`src/rtl/globals_pkg.sv`:
```
// Shared defaults and helpers for the streaming FIFOs.
package globals;

  localparam int FIFO_BUFFER_SIZE   = 16;
  localparam int ALMOST_FULL_MARGIN = 2;

  // Pointer width includes one extra wrap bit above the array index.
  function automatic int ptr_width(input int depth);
    return $clog2(depth) + 1;
  endfunction

endpackage

```
`src/rtl/fifo_ram.sv`:
```
// Register array with one synchronous write port and one asynchronous read port.
module fifo_ram #(
  parameter int DATA_SIZE = 32,
  parameter int DEPTH     = 16
) (
  input  logic                     clock,
  input  logic                     wr_en,
  input  logic [$clog2(DEPTH)-1:0] wr_addr,
  input  logic [DATA_SIZE-1:0]     wr_data,
  input  logic [$clog2(DEPTH)-1:0] rd_addr,
  output logic [DATA_SIZE-1:0]     rd_data
);

  logic [DATA_SIZE-1:0] mem [DEPTH];

  // Contents are never cleared; validity is tracked by the owner's pointers.
  always_ff @(posedge clock) begin
    if (wr_en) begin
      mem[wr_addr] <= wr_data;
    end
  end

  assign rd_data = mem[rd_addr];

endmodule

```
`src/rtl/stream_fifo.sv`:
```
// First-word-fall-through FIFO with registered wrap-bit pointers.
// Define STREAM_FIFO_ERR_EN to add sticky overflow/underflow flags and a rejected-write counter.
module stream_fifo
  import globals::*;
#(
  parameter int DATA_SIZE          = 32,
  parameter int FIFO_BUFFER_SIZE   = globals::FIFO_BUFFER_SIZE,
  parameter int ALMOST_FULL_MARGIN = globals::ALMOST_FULL_MARGIN
) (
  input  logic                                       clock,
  input  logic                                       reset,
  input  logic                                       wr_en,
  input  logic [DATA_SIZE-1:0]                       din,
  output logic                                       full,
  output logic                                       almost_full,
  input  logic                                       rd_en,
  output logic [DATA_SIZE-1:0]                       dout,
  output logic                                       empty,
`ifdef STREAM_FIFO_ERR_EN
  output logic                                       overflow,
  output logic                                       underflow,
  output logic [15:0]                                drop_count,
`endif
  output logic [ptr_width(FIFO_BUFFER_SIZE)-1:0]     count
);

  localparam int PW = ptr_width(FIFO_BUFFER_SIZE);
  localparam int AW = PW - 1;
  localparam logic [PW-1:0] AF_THRESHOLD = PW'(FIFO_BUFFER_SIZE - ALMOST_FULL_MARGIN);

  logic [PW-1:0]        wr_ptr;
  logic [PW-1:0]        rd_ptr;
  logic                 wr_accept;
  logic                 rd_accept;
  logic [DATA_SIZE-1:0] rd_data;

  assign empty       = (wr_ptr == rd_ptr);
  assign full        = (wr_ptr[AW-1:0] == rd_ptr[AW-1:0]) && (wr_ptr[AW] != rd_ptr[AW]);
  assign count       = wr_ptr - rd_ptr;
  assign almost_full = (count >= AF_THRESHOLD);
  assign wr_accept   = wr_en && !full;
  assign rd_accept   = rd_en && !empty;
  assign dout        = empty ? '0 : rd_data;

  // Pointers wrap freely; the extra MSB distinguishes full from empty.
  always_ff @(posedge clock) begin
    if (reset) begin
      wr_ptr <= '0;
      rd_ptr <= '0;
    end else begin
      if (wr_accept) wr_ptr <= wr_ptr + 1'b1;
      if (rd_accept) rd_ptr <= rd_ptr + 1'b1;
    end
  end

  fifo_ram #(
    .DATA_SIZE (DATA_SIZE),
    .DEPTH     (FIFO_BUFFER_SIZE)
  ) u_ram (
    .clock   (clock),
    .wr_en   (wr_accept && !reset),
    .wr_addr (wr_ptr[AW-1:0]),
    .wr_data (din),
    .rd_addr (rd_ptr[AW-1:0]),
    .rd_data (rd_data)
  );

`ifdef STREAM_FIFO_ERR_EN
  // Error flags are sticky until reset; the drop counter saturates.
  always_ff @(posedge clock) begin
    if (reset) begin
      overflow   <= 1'b0;
      underflow  <= 1'b0;
      drop_count <= '0;
    end else begin
      if (wr_en && full) begin
        overflow <= 1'b1;
        if (drop_count != 16'hFFFF) drop_count <= drop_count + 16'd1;
      end
      if (rd_en && empty) underflow <= 1'b1;
    end
  end
`endif

endmodule

```
`config.mk`:
```
export PLATFORM = sky130hd
export DESIGN_NAME = stream_fifo
export DESIGN_NICKNAME = d
export VERILOG_FILES = /design/src/rtl/globals_pkg.sv /design/src/rtl/fifo_ram.sv /design/src/rtl/stream_fifo.sv
export SDC_FILE = /design/constraint.sdc
export NUM_CORES = 1
export LEC_CHECK = 0
export ABC_AREA = 1
export CAP_MARGIN = 15
export CORE_MARGIN = 2
export CORE_UTILIZATION = 45
export CTS_CLUSTER_DIAMETER = 100
export DETAILED_ROUTE_END_ITERATION = 10
export PLACE_DENSITY = 0.69
export SYNTH_ARGS = -nofsm -noshare
export SYNTH_HDL_FRONTEND = slang
export SYNTH_SLANG_ARGS = --single-unit
```
`constraint.sdc`:
```
create_clock -name clock -period 5.1 [get_ports clock]
set_clock_uncertainty 0.15 [all_clocks]
set_input_delay 1.53 -clock clock [delete_from_list [all_inputs] [get_ports clock]]
set_output_delay 1.53 -clock clock [all_outputs]
set_load 0.005 [all_outputs]
```
After elaboration in Yosys (flattened, before gate mapping)
Memories as Yosys holds them, arrays and structs flattened. A register that Yosys moved wholly into a read port is not among the register bits.
Cells that the tools add are included.
- register bits: 10
- bits in writable memories: 512
- output and inout bits: 40
- word-level logic and storage cells: 22
- memories: 1
- memory list (name ; depth ; width ; read ports ; clocked after memory_dff ; write ports ; line ; text):
    u_ram.mem ; 16 ; 32 ; 1 ; 1 ; 1 ; fifo_ram.sv:14 ; logic [DATA_SIZE-1:0] mem [DEPTH];
- $add $sub $neg: 3
- magnitude comparators: 1
- equality and inequality tests: 3
- muxes and demuxes: 5
- reductions and logical operators: 7
- operator list (operator ; count):
    $mux 32 ; 1
    $add 5x1->5 const B ; 2
    $mux 4 ; 2
    $eq 5x5->1 ; 1
    $ge 5x4->1 const B ; 1
    $sub 5x5->5 ; 1
    $eq 4x4->1 ; 1
    $logic_and 1x1->1 ; 4
    $logic_not 1->1 ; 3
    $mux 1 ; 2
    $ne 1x1->1 ; 1

Logic depth before layout (Yosys ltp)
- depth in word-level cells: 7
- mapped depth: 10

Modules after synthesis
From an unflattened synthesis, not the netlist that was laid out.
- cell total of the unflattened synthesis: 2267
- area total of the unflattened synthesis: 23129.7 um^2
- by module, submodules not included (module ; times used ; cells an instance ; area each (um^2)):
    fifo_ram ; 1 ; 2088 ; 22089.9
    stream_fifo ; 1 ; 179 ; 1039.7

Worst setup path before layout
Ideal clock, no wire load.
- path type: input to register
- start: input reset
- end: memory u_ram.mem[0][0], enable pin
- arrival time: 3332 ps
- setup slack: 1197 ps
- stages: 4
- path through: clkbuf_1 > nor2_1 > nand2_1 > nor2_1
- cells in the longest elaborated chain, start to end: 4
- RTL lines (element ; line ; text):
    from (decl) ; stream_fifo.sv:11 ; input logic reset,
    $logic_not 1->1 ; stream_fifo.sv:61 ; .wr_en (wr_accept && !reset),
    $logic_and 1x1->1 ; stream_fifo.sv:61 ;
    $mux 1 ; fifo_ram.sv:18 ; if (wr_en) begin
    $mux 1 (not written as such) ; fifo_ram.sv:19 ; mem[wr_addr] <= wr_data;
    to (decl) ; fifo_ram.sv:14 ;
No other way between the ends.

==> summary.md <==
| Metric | Value |
|---|---|
| Critical path capture point type | output port |
| Layout Nets | 1912 |
| Worst-Margin Slew | 1.17 ns |
| Finish-stage setup viols | 0 |
| FP Rows | 80 |
| Fin Setup TNS | 0 ns |
| Hold-fix buffer count after cts | 0 |
| Initial antenna violation count | 0 |
| Worst-Skew Late Latency | 0.62 ns |
| Cells after Synth | 1806 |
| Internal Power | 7.45 mW |
| Seq cells post-synth | 526 |
| First-pass DRT Iterations | 5 |
| Share of layout cells above drive strength 1 | 7.39% |
| GRT Residual Overflow | 0 |
| HP Start | rd_ptr[3] |
| Max VDD drop | 292 uV |
| Ys flop type | edfxtp_1 |
| Die Y | 223 um |
| Root Driver | clkbuf_16 |
| Slew margin rel. | 22.1% |
| Count of cell types in the netlist | 28 |
| Area grow syn2layout | 14.0% |
| Starting Density | 45.3% |
| Period minus WS final | 4.79 ns |
| Fill cells | 4019 |
| WP data required | 3.42 ns |
| Max-cap viol count | 0 |
| Antenna Cells | 0 |
| Port buffer count | 75 |
| Combinational share of power | 15.2% |
| Switching power | 2.65 mW |
| Global-route wire length before repair | 79500 um |
| Vias in the first global route | 13600 |
| Most numerous cell in the Yosys netlist | nand2_1 |
| Avg Inst Size Synth | 11.9 um^2 |
| WL/cell | 20.6 um |
| R2r setup slk | 1.92 ns |
| Hold WC Path Type | register to register |
| # IOs | 76 |
| Initial DRC Count | 1443 |
| Post-CTS sizing | 0 |
| Seq/Total Area, Yosys | 72.8% |
| CP Launch Type | register |
| DR vias/cell | 5.52 |
| Crit share post-route | 93.9% |
| Switching Fraction | 26.2% |
| Clk slew on worst S/H paths | 0.06 ns |
| Ys Warns | 0 |
| Residual DRC | 0 |
| Bufs on Longest Clock Path | 3 |
| Status | finished, final reports clean |
| RD Place Congestion | 0.775 |
| Largest net degree at the start of global routing | 129 |
| Mapped cell area | 21500 um^2 |
| Clock power share | 37.1% |
| P per Cell Area | 412 nW/um^2 |
| Detailed-route via count | 13900 |
| Postcts setup bufs | 0 |
| RSZ-0062 raised after global routing | false |
| CP Data Arrival Time | 3.11 ns |
| LEAKAGE | 8.69 nW |
| Maximum fanout along the worst path | 40 |
| Fraction of registers with async set/reset | 0% |
| Fmax | 209 MHz |
| Die area | 49500 um^2 |
| CTS sink count | 526 |
| Area leader, netlist | edfxtp_1 |
| Dpl hpwl | 25700 um |
| Final wirelength | 52000 um |
| All-layer global routing usage | 21.0% |
| CTS Buf Count | 54 |
| CP Class | register to output port |
| Top post-synthesis cells by count | 662 x nand2_1, 512 x edfxtp_1, 388 x nand3_1 |
| Horiz. Die Dim | 223 um |
| Number of synthesized flops with an enable pin | 512 |
| Final hold violations | 0 |
| CTS tree | done |
| Worst R2R Start | wr_ptr[0] |
| Core box area | 47400 um^2 |
| Flop pwr share | 47.7% |
| Top-area cell type share of the netlist area | 71.5% |
| Syn_nets | 1852 |
| Max Transition Viols Final | 0 |
| H-tree levels | 2 |
| Post-route ant nets | 0 |
| Final core area utilization | 51.7% |
| Synth area leaders | edfxtp_1 72%, nand2_1 12%, nand3_1 9.0%, dfxtp_1 1.3%, buf_6 1.3% |
-- worst paths after layout --
kind / endpoint / cells after the start
min reg2reg: register / 2
max reg2reg: u_ram.mem[14][20] / 10
max: dout[3] / 9
min: register / 2
-- per-stage QoR --
stage	hold WS [ns]	cells	worst slack (ns)	total power [mW]	instance area, um^2
after floorplan	0.322	1806	1.20	5.89	21500
after global placement	0.348	2425	0.987	6.41	22800
after detailed placement	0.349	2425	0.996	6.43	22800
after CTS	0.358	2524	0.290	10.2	24500
after global routing	0.398	2524	0.0964	10.5	24500
final	0.372	2524	0.311	10.1	24500
-- kinds of logic (layout without fill, tap and decap cells) --
kind of cell               count (synthesis)  count (layout)  synth area share [%]
DFF                                      526             526                  72.8
xor gates and xnor gates                  10              10                 0.443
adders and majority gates                 10              10                 0.617
and+or+nand+nor                         1082            1082                  21.2
buffers and inverters                    131             234                  3.75
AOI/OAI and AO/OA                         47              47                  1.12
-- critical path, cell delays in order (launching register included) --
cell,delay (ns)
dfxtp_4,0.46
inv_6,0.27
buf_4,0.44
nand2_1,0.11
nand3_1,0.10
nand3_1,0.10
nand2_1,0.10
nand2_1,0.05
a21oi_1,0.28
clkdlybuf4s50_1,0.57
-- routing by layer --
layer,vias to the layer above,track usage (%),part of all wire (%),wire length [um]
met5,-,0,0,0
met2,526,34.1,48,25100
met4,0,6.93,2.6,1360
met3,102,3.61,6.9,3600
met1,6883,28.8,42,21900
li1,6433,-,-,-
-- layout by cell type, fill, tap and decap left out, types with 2 or more instances in the layout --
cell,netlist,layout
buf_12,1,8
xor2_1,7,7
nand3_1,388,388
clkdlybuf4s50_1,0,75
dfxtp_4,0,2
dfxtp_2,0,2
ha_1,9,9
clkinv_16,0,2
edfxtp_1,512,512
clkinvlp_4,0,2
clkinv_2,0,7
xnor2_1,2,2
nand2_1,662,662
clkbuf_1,24,11
inv_6,0,4
buf_4,19,31
clkbuf_16,0,54
inv_1,17,15
clkinv_1,0,18
inv_2,3,3
o21ai_0,5,5
bufinv_16,0,3
nor2_4,0,17
nor2_1,28,11
dfxtp_1,14,10
a21oi_1,40,40
-- registers in the layout, indices dropped and copies added (netlist names), named ones only --
name,count
wr_ptr,5
rd_ptr,5
u_ram.mem,512
-- cell type report --
cell class / count / area [um^2] / area share, %
Sequential cell: 526 / 15700 / 63.9
Multi-Input combinational cell: 1149 / 5160 / 21.0
Clock buffer: 65 / 1390 / 5.68
Timing Repair Buffer: 114 / 1140 / 4.67
Tap cell: 615 / 769 / 3.14
Clock inverter: 34 / 293 / 1.19
Inverter: 21 / 88.8 / 0.362
-- power groups by stage --
stage	logic [mW]	clock network, mW	registers, mW
floorplan	1.01	0	4.88
global placement	1.51	0	4.90
detailed placement	1.53	0	4.90
CTS	1.55	3.79	4.81
global route	1.71	3.96	4.82
finish	1.53	3.74	4.81
(Power assumes the default switching activity.)
